--- config.mk ---
export PLATFORM = sky130hd
export DESIGN_NAME = demux1to2_32_flat
export DESIGN_NICKNAME = d
export VERILOG_FILES = /design/src/rtl/demux1to2_32_if.sv /design/src/rtl/demux1to2_32.sv /design/src/flat_wrapper.sv
export SDC_FILE = /design/constraint.sdc
export NUM_CORES = 1
export LEC_CHECK = 0
export BUFFER_PORTS_ARGS = -buffer_cell sky130_fd_sc_hd__buf_2
export CELL_PAD_IN_SITES_DETAIL_PLACEMENT = 1
export CELL_PAD_IN_SITES_GLOBAL_PLACEMENT = 2
export CORE_ASPECT_RATIO = 0.75
export CORE_MARGIN = 5
export CORE_UTILIZATION = 33
export DETAILED_ROUTE_END_ITERATION = 8
export PLACE_DENSITY_LB_ADDON = 0.1
export SETUP_SLACK_MARGIN = 0.2
export SYNTH_ARGS = -nofsm -noshare
export SYNTH_HDL_FRONTEND = slang
export SYNTH_SLANG_ARGS = --single-unit
--- constraint.sdc ---
create_clock -name Clk -period 2.54 [get_ports Clk]
set_clock_uncertainty 0.15 [all_clocks]
set_input_delay 0.762 -clock Clk [delete_from_list [all_inputs] [get_ports Clk]]
set_output_delay 0.762 -clock Clk [all_outputs]
set_load 0.02 [all_outputs]
--- src/rtl/demux1to2_32_if.sv ---
// Stream bundle for the 1-to-2 demultiplexer: one valid/ready input stream and
// two valid/ready output streams.
//   master : the environment (drives input beats, consumes both outputs)
//   slave  : the demultiplexer itself
interface demux1to2_32_if #(
  parameter int unsigned WIDTH = 32
);
  logic [WIDTH-1:0] Input_Data;
  logic             Input_Sel;
  logic             Input_Last;
  logic             Input_Valid;
  logic             Input_Ready;

  logic [WIDTH-1:0] Output0_Data;
  logic             Output0_Last;
  logic             Output0_Valid;
  logic             Output0_Ready;

  logic [WIDTH-1:0] Output1_Data;
  logic             Output1_Last;
  logic             Output1_Valid;
  logic             Output1_Ready;

  modport master (
    output Input_Data, Input_Sel, Input_Last, Input_Valid,
    input  Input_Ready,
    input  Output0_Data, Output0_Last, Output0_Valid,
    output Output0_Ready,
    input  Output1_Data, Output1_Last, Output1_Valid,
    output Output1_Ready
  );

  modport slave (
    input  Input_Data, Input_Sel, Input_Last, Input_Valid,
    output Input_Ready,
    output Output0_Data, Output0_Last, Output0_Valid,
    input  Output0_Ready,
    output Output1_Data, Output1_Last, Output1_Valid,
    input  Output1_Ready
  );
endinterface

--- src/rtl/demux1to2_32.sv ---
// Registered 1-to-2 stream demultiplexer. The destination is taken from
// Input_Sel on the first beat of a packet and locked until its Last beat.
// Each output has a one-entry register slot that drains independently.
// Ports:
//   Clk, Rst_n     : clock, asynchronous active-low reset
//   bus (slave)    : input stream and both output streams
//   Busy           : a packet is in progress (destination locked)
//   Count0/Count1  : wrapping counts of beats delivered on each output
module demux1to2_32 #(
  parameter int unsigned WIDTH = 32,
  parameter int unsigned CNT_W = 16
) (
  input  logic             Clk,
  input  logic             Rst_n,
  demux1to2_32_if.slave    bus,
  output logic             Busy,
  output logic [CNT_W-1:0] Count0,
  output logic [CNT_W-1:0] Count1
);

  typedef enum logic [1:0] {StIdle, StLock0, StLock1} state_e;

  state_e state_q, state_d;

  logic [WIDTH-1:0] o0_data_q, o0_data_d, o1_data_q, o1_data_d;
  logic             o0_last_q, o0_last_d, o1_last_q, o1_last_d;
  logic             o0_valid_q, o0_valid_d, o1_valid_q, o1_valid_d;
  logic [CNT_W-1:0] cnt0_q, cnt0_d, cnt1_q, cnt1_d;

  logic target;
  logic in_ready;
  logic accept;
  logic deliver0, deliver1;

  // Destination of the beat currently offered on the input.
  always_comb begin
    target = bus.Input_Sel;
    unique case (state_q)
      StLock0: target = 1'b0;
      StLock1: target = 1'b1;
      default: target = bus.Input_Sel;
    endcase
  end

  // Ready looks only at the target slot, so a stalled non-target output never
  // blocks the input, and Input_Valid never feeds back into Input_Ready.
  always_comb begin
    in_ready = target ? (!o1_valid_q || bus.Output1_Ready)
                      : (!o0_valid_q || bus.Output0_Ready);
    accept   = bus.Input_Valid && in_ready;
    deliver0 = o0_valid_q && bus.Output0_Ready;
    deliver1 = o1_valid_q && bus.Output1_Ready;
  end

  always_comb begin
    state_d = state_q;
    if (accept) begin
      if (bus.Input_Last) begin
        state_d = StIdle;
      end else if (state_q == StIdle) begin
        state_d = bus.Input_Sel ? StLock1 : StLock0;
      end
    end
  end

  // Slots: a load in the same cycle as a delivery overrides the clear.
  always_comb begin
    o0_data_d  = o0_data_q;
    o0_last_d  = o0_last_q;
    o0_valid_d = o0_valid_q;
    o1_data_d  = o1_data_q;
    o1_last_d  = o1_last_q;
    o1_valid_d = o1_valid_q;
    cnt0_d     = cnt0_q;
    cnt1_d     = cnt1_q;

    if (deliver0) begin
      o0_valid_d = 1'b0;
      cnt0_d     = cnt0_q + CNT_W'(1);
    end
    if (deliver1) begin
      o1_valid_d = 1'b0;
      cnt1_d     = cnt1_q + CNT_W'(1);
    end

    if (accept && !target) begin
      o0_data_d  = bus.Input_Data;
      o0_last_d  = bus.Input_Last;
      o0_valid_d = 1'b1;
    end
    if (accept && target) begin
      o1_data_d  = bus.Input_Data;
      o1_last_d  = bus.Input_Last;
      o1_valid_d = 1'b1;
    end
  end

  always_ff @(posedge Clk or negedge Rst_n) begin
    if (!Rst_n) begin
      state_q    <= StIdle;
      o0_data_q  <= '0;
      o0_last_q  <= 1'b0;
      o0_valid_q <= 1'b0;
      o1_data_q  <= '0;
      o1_last_q  <= 1'b0;
      o1_valid_q <= 1'b0;
      cnt0_q     <= '0;
      cnt1_q     <= '0;
    end else begin
      state_q    <= state_d;
      o0_data_q  <= o0_data_d;
      o0_last_q  <= o0_last_d;
      o0_valid_q <= o0_valid_d;
      o1_data_q  <= o1_data_d;
      o1_last_q  <= o1_last_d;
      o1_valid_q <= o1_valid_d;
      cnt0_q     <= cnt0_d;
      cnt1_q     <= cnt1_d;
    end
  end

  assign bus.Input_Ready   = in_ready;
  assign bus.Output0_Data  = o0_data_q;
  assign bus.Output0_Last  = o0_last_q;
  assign bus.Output0_Valid = o0_valid_q;
  assign bus.Output1_Data  = o1_data_q;
  assign bus.Output1_Last  = o1_last_q;
  assign bus.Output1_Valid = o1_valid_q;
  assign Busy              = (state_q != StIdle);
  assign Count0            = cnt0_q;
  assign Count1            = cnt1_q;

endmodule

--- src/flat_wrapper.sv ---
// flat-port wrapper written by rule: the top's interface ports become plain ports
module demux1to2_32_flat 
#(
  parameter int unsigned WIDTH = 32,
  parameter int unsigned CNT_W = 16
)
  (Clk, Rst_n, Busy, Count0, Count1, bus_Input_Data, bus_Input_Sel, bus_Input_Last, bus_Input_Valid, bus_Input_Ready, bus_Output0_Data, bus_Output0_Last, bus_Output0_Valid, bus_Output0_Ready, bus_Output1_Data, bus_Output1_Last, bus_Output1_Valid, bus_Output1_Ready);
  demux1to2_32_if #(.WIDTH(WIDTH)) bus_i ();
  input  logic Clk;
  input  logic Rst_n;
  output logic Busy;
  output logic [CNT_W-1:0] Count0;
  output logic [CNT_W-1:0] Count1;
  input wire logic [$bits(bus_i.Input_Data)-1:0] bus_Input_Data;
  input wire logic [$bits(bus_i.Input_Sel)-1:0] bus_Input_Sel;
  input wire logic [$bits(bus_i.Input_Last)-1:0] bus_Input_Last;
  input wire logic [$bits(bus_i.Input_Valid)-1:0] bus_Input_Valid;
  output wire logic [$bits(bus_i.Input_Ready)-1:0] bus_Input_Ready;
  output wire logic [$bits(bus_i.Output0_Data)-1:0] bus_Output0_Data;
  output wire logic [$bits(bus_i.Output0_Last)-1:0] bus_Output0_Last;
  output wire logic [$bits(bus_i.Output0_Valid)-1:0] bus_Output0_Valid;
  input wire logic [$bits(bus_i.Output0_Ready)-1:0] bus_Output0_Ready;
  output wire logic [$bits(bus_i.Output1_Data)-1:0] bus_Output1_Data;
  output wire logic [$bits(bus_i.Output1_Last)-1:0] bus_Output1_Last;
  output wire logic [$bits(bus_i.Output1_Valid)-1:0] bus_Output1_Valid;
  input wire logic [$bits(bus_i.Output1_Ready)-1:0] bus_Output1_Ready;
  assign bus_i.Input_Data = bus_Input_Data;
  assign bus_i.Input_Sel = bus_Input_Sel;
  assign bus_i.Input_Last = bus_Input_Last;
  assign bus_i.Input_Valid = bus_Input_Valid;
  assign bus_Input_Ready = bus_i.Input_Ready;
  assign bus_Output0_Data = bus_i.Output0_Data;
  assign bus_Output0_Last = bus_i.Output0_Last;
  assign bus_Output0_Valid = bus_i.Output0_Valid;
  assign bus_i.Output0_Ready = bus_Output0_Ready;
  assign bus_Output1_Data = bus_i.Output1_Data;
  assign bus_Output1_Last = bus_i.Output1_Last;
  assign bus_Output1_Valid = bus_i.Output1_Valid;
  assign bus_i.Output1_Ready = bus_Output1_Ready;
  demux1to2_32 #(.WIDTH(WIDTH), .CNT_W(CNT_W)) u_core (.Clk(Clk), .Rst_n(Rst_n), .bus(bus_i), .Busy(Busy), .Count0(Count0), .Count1(Count1));
endmodule
# Yosys cells after proc, flatten, opt, wreduce, memory -nomap -nowiden
# Cells that the tools add are included.
[totals]
register_bits = 102
in_bits = 39
output_inout_bits = 102
wordCells = 38
[op_classes]
addsub = 2
n_eq_ne = 2
muxes = 9
reduce_logical = 16
[op_table]
columns = ["operator", "n"]
rows = [
  ["adder 16 x 1 -> 16 bit (second input constant)", 2],
  ["nonzero test 2 bit", 4],
  ["2-to-1 mux 2 bit", 3],
  ["logical AND 1 bit", 5],
  ["2-to-1 mux 1 bit", 5],
  ["logical NOT 1 bit", 3],
  ["equality test 2 x 1 -> 1 bit (second input constant)", 1],
  ["equality test 2 bit (second input constant)", 1],
  ["logical NOT 2 bit", 1],
  ["logical OR 1 bit", 2],
  ["one-hot mux 1 bit (2 select lines)", 1],
  ["AND reduction 2 bit", 1],
]

# Longest topological paths before layout
[logic_depth]
ltp_word = 6
mapped_depth = 6
depth_no_buf = 6

# Worst setup path after synthesis
# Ideal clock, no wire load.
[synth_path]
path_kind = "input -> output"
start = "in bus_Input_Sel"
end = "out bus_Input_Ready"
t_arrival_ps = 1428
t_required_ps = 1628
slack_ps = 200
cell_stages = 2
n_path_buf = 0
cell_sequence = "mux2i_2 > mux2_2"
[synth_between]
elab_chain_cells = 2
[synth_lines]
columns = ["element", "line", "source"]
rows = [
  ["start: declaration", "flat_wrapper.sv:15", "input wire logic [$bits(bus_i.Input_Sel)-1:0] bus_Input_Sel;"],
  ["one-hot mux 1 bit (2 select lines)", "demux1to2_32.sv:38", "unique case (state_q)"],
  ["2-to-1 mux 1 bit", "demux1to2_32.sv:48", "in_ready = target ? (!o1_valid_q || bus.Output1_Ready)"],
  ["end: declaration", "flat_wrapper.sv:18", "output wire logic [$bits(bus_i.Input_Ready)-1:0] bus_Input_Ready;"],
]
# No other way between the ends.

# Worst setup path after layout
[layout_path]
start = "reg u_core.state_q[1]"
end = "out bus_Input_Ready"
[layout_between]
elab_chain_cells = 3
elab_cells_between_ends = 4
classes_between = "eq/ne: 2; mux: 2"
[layout_lines]
columns = ["element", "line", "source"]
rows = [
  ["start: declaration", "demux1to2_32.sv:23", "state_e state_q, state_d;"],
  ["start signal: assignment", "demux1to2_32.sv:100", "state_q <= StIdle;"],
  ["start signal: assignment", "demux1to2_32.sv:110", "state_q <= state_d;"],
  ["equality test 2 bit / equality test 2 x 1 -> 1 bit (equally long branches)", "demux1to2_32.sv:38", ""],
  ["one-hot mux 1 bit (2 select lines) *", "demux1to2_32.sv:38", ""],
  ["2-to-1 mux 1 bit *", "demux1to2_32.sv:48", ""],
]
# Every way passes the cells marked *; elsewhere a longest branch is shown, timed or not.

==> impl_metrics.py <==
metrics = {
    "routing": {
        "routedWlPerCell_um": 16.5,
        "drt_iter0_drc": 64,
        "dr.pass1.iters": 4,
        "ant_nets": 0,
        "drt-total-wl_um": 9870,
        "via_per_inst": 4.56,
        "vias": 2736,
        "drc": 0,
    },
    "setup_path": {
        "crit_type": "flop to output pin",
        "reg2reg_to": "u_core.bus.Output1_Data[3]",
        "crit_path_max_fanout": 2,
        "critPathMaxStageDelay_ns": 0.37,
        "r2r_start": "u_core.state_q[1]",
        "r2r_setup_slack_ns": 0.45,
        "worstSetupStartpointType": "flop",
        "path_cells": "inv_2, ha_4, mux2i_4, mux2_4, buf_6",
        "crit_family": "multiplexers",
        "r2r_cells": 7,
        "worstPathArrival_ns": 1.76,
        "critPathSlowestCell": "dfrtp_1",
        "cp-end-kind": "output pin",
        "cp_num_buf_inv": 2,
        "critical_path_required_ns": 1.63,
    },
    "run": {
        "maxCapViolCount": 0,
    },
    "global_route": {
        "grt_max_degree": 103,
        "grtUsageTotal": 0.138,
        "grt_pass1_wl_um": 16300,
        "grt.overflow.total": 0,
        "grt_pass1_vias": 3058,
        "antenna_found_initial": 0,
    },
    "sta": {
        "setup_violations": 1,
        "setup_tns_ns": -0.128,
        "fin_ws_ns": -0.128,
        "finalHoldViolCount": 0,
        "worstMarginPinSlew_ns": 0.598,
        "slew_headroom": 0.601,
        "maxSlewViolCount": 0,
        "fin_crit_ns": 2.67,
        "timing.fmax_mhz": 375,
        "rsz0062_at_grt": "yes",
        "period_share": 1.05,
    },
    "clocking": {
        "clkSlewWorstSetupHoldPaths_ns": 0.07,
        "root_buffer": "clkbuf_16",
        "cts_inserted_buffers": 9,
        "cts_sinks": 102,
        "clockBufferDepth": 2,
        "clock_latency_ns": 0.34,
        "htree_levels": 3,
        "cts_tree": "built",
    },
    "synthesis": {
        "syn_nets": 319,
        "synth-seq-area-share": 0.620,
        "synth_seq_cells": 102,
        "yosysUniqueCellTypes": 27,
        "ys_warn_count": 0,
        "syn_avg_cell_area_um2": 14.9,
        "syn_inst": 276,
        "syn_area_um2": 4110,
    },
    "power_and_ir_drop": {
        "p_per_area_nw_per_um2": 1300,
        "power.leakage_nw": 2.65,
        "irDropWorstVdd_uv": 523,
    },
    "cells_and_area": {
        "fin_area_um2": 5440,
        "area_delta_synth_final_pct": 32.2,
        "diodes": 0,
        "layout-drive-gt1-share": 0.541,
        "num-fill-cells": 1308,
        "final_nets": 472,
    },
    "placement": {
        "port_buffers": 140,
        "finalWeightedCongestion": 0.725,
        "hpwlAfterDp_um": 7190,
        "place_area_um2": 5060,
    },
    "floorplan": {
        "num_rows": 35,
        "dieArea_um2": 14800,
        "start_util": 0.336,
        "die_h_um": 107,
        "core_um2": 12300,
        "io_pins": 141,
        "die_w_um": 139,
    },
    "run_status": {
        "status": "finished, violations left",
        "failed_checks": "negative setup slack",
    },
    "worst_hold_path": {
        "hold_class": "input port to asynchronous set/reset pin",
    },
}
area by class of cell:
cell class / count / area (um^2) / share of cell area
Tap cell: 166 / 208 / 0.0382
Clock inverter: 5 / 106 / 0.0196
Timing Repair Buffer: 148 / 820 / 0.151
Inverter: 5 / 18.8 / 0.00345
Multi-Input combinational cell: 163 / 1500 / 0.276
Clock buffer: 11 / 233 / 0.0428
Sequential cell: 102 / 2550 / 0.469
state kept, by name, indices dropped and copies added (netlist names):
signal	flops
u_core.bus.Output1_Last	1
u_core.Count1	16
u_core.bus.Output1_Data	32
u_core.state_q	2
u_core.bus.Output0_Data	32
u_core.Count0	16
u_core.bus.Output0_Last	1
u_core.bus.Output1_Valid	1
u_core.bus.Output0_Valid	1
cells in the final DEF (no fill, tap or decap), drive strengths merged:
cell type and count:
ha 4, xor2 7, a211oi 1, and3 1
clkbuf 11, dfrtp 102, nand3 12, nand2b 2
a22o 2, nor4 2, nand2 16, buf 148
clkinvlp 1, nand3b 1, nor2 7, inv 6
mux2i 1, nor3 3, bufinv 3, a2bb2o 1
and4 2, and2 1, nand4 6, xnor2 23
mux2 69, or2 1, or4 1
synthesized netlist by cell type (all sizes together):
cell	number	area, um^2
dfrtp	102	2550
mux2	69	777
xnor2	23	201
nand2	16	60.1
nand3	12	72.6
nor2	7	26.3
xor2	7	61.3
buf	6	67.6
nand4	6	43.8
inv	5	18.8
ha	4	50.1
nor3	3	15.0
a22o	2	17.5
and4	2	17.5
nand2b	2	12.5
nor4	2	42.5
a211oi	1	7.51
a2bb2o	1	10.0
and2	1	6.26
and3	1	6.26
mux2i	1	13.8
nand3b	1	20.0
or2	1	6.26
or4	1	7.51
what timing repair did:
item	4_1_cts	5_1_grt
hold buffers	0	0
hold endpoints to repair	0	0
setup buffers	1	0
cloned	0	0
resized for setup	6	0
pin swaps	1	1
setup endpoints to repair	1	1
routing by layer:
| layer | vias to the layer above | part of all wire | global-route usage |
|---|---|---|---|
| met3 | 9 | 0.087 | 0.0624 |
| met1 | 1383 | 0.43 | 0.168 |
| li1 | 1262 | - | - |
| met2 | 82 | 0.47 | 0.221 |
| met5 | - | 0 | 0 |
| met4 | 0 | 0.013 | 0.0419 |
worst max path at each step:
stage,startpoint,cells after the start,slack (ns),endpoint
3_5_place_dp,bus_Input_Sel,4,0.01,bus_Input_Ready
4_1_cts,u_core.state_q[1],5,-0.15,bus_Input_Ready
6_report,u_core.state_q[1],5,-0.13,bus_Input_Ready
3_3_place_gp,bus_Input_Sel,4,0.02,bus_Input_Ready
2_1_floorplan,bus_Input_Sel,2,0.24,bus_Input_Ready
5_1_grt,u_core.state_q[0],5,-0.19,bus_Input_Ready
cell families after synthesis:
kind of cell | after synthesis | synth area share
AOI/OAI and AO/OA | 4 | 0.00852
xor gates and xnor gates | 30 | 0.0639
adders and majority gates | 4 | 0.0122
buffers and inverters | 11 | 0.0210
DFF | 102 | 0.620
muxes | 70 | 0.192
and+or+nand+nor | 55 | 0.0818
power by group:
part | internal, W | total [W] | switching [W]
clock | 0.000968 | 0.00156 | 0.000590
combinational | 0.00123 | 0.00287 | 0.00164
sequential | 0.00227 | 0.00265 | 0.000381
per-stage QoR:
step | hold WS, ns | power (W) | worst slack [ns] | utilization | std cells
6_report | 0.285 | 0.00708 | -0.128 | 0.443 | 600
5_1_grt | 0.354 | 0.00752 | -0.191 | 0.443 | 600
4_1_cts | 0.330 | 0.00722 | -0.147 | 0.443 | 600
3_5_place_dp | 0.312 | 0.00556 | 0.0111 | 0.413 | 583
3_3_place_gp | 0.314 | 0.00546 | 0.0194 | 0.413 | 583
2_1_floorplan | 0.316 | 0.00445 | 0.243 | - | 276
Note: power is estimated with default switching activity, not from simulation.
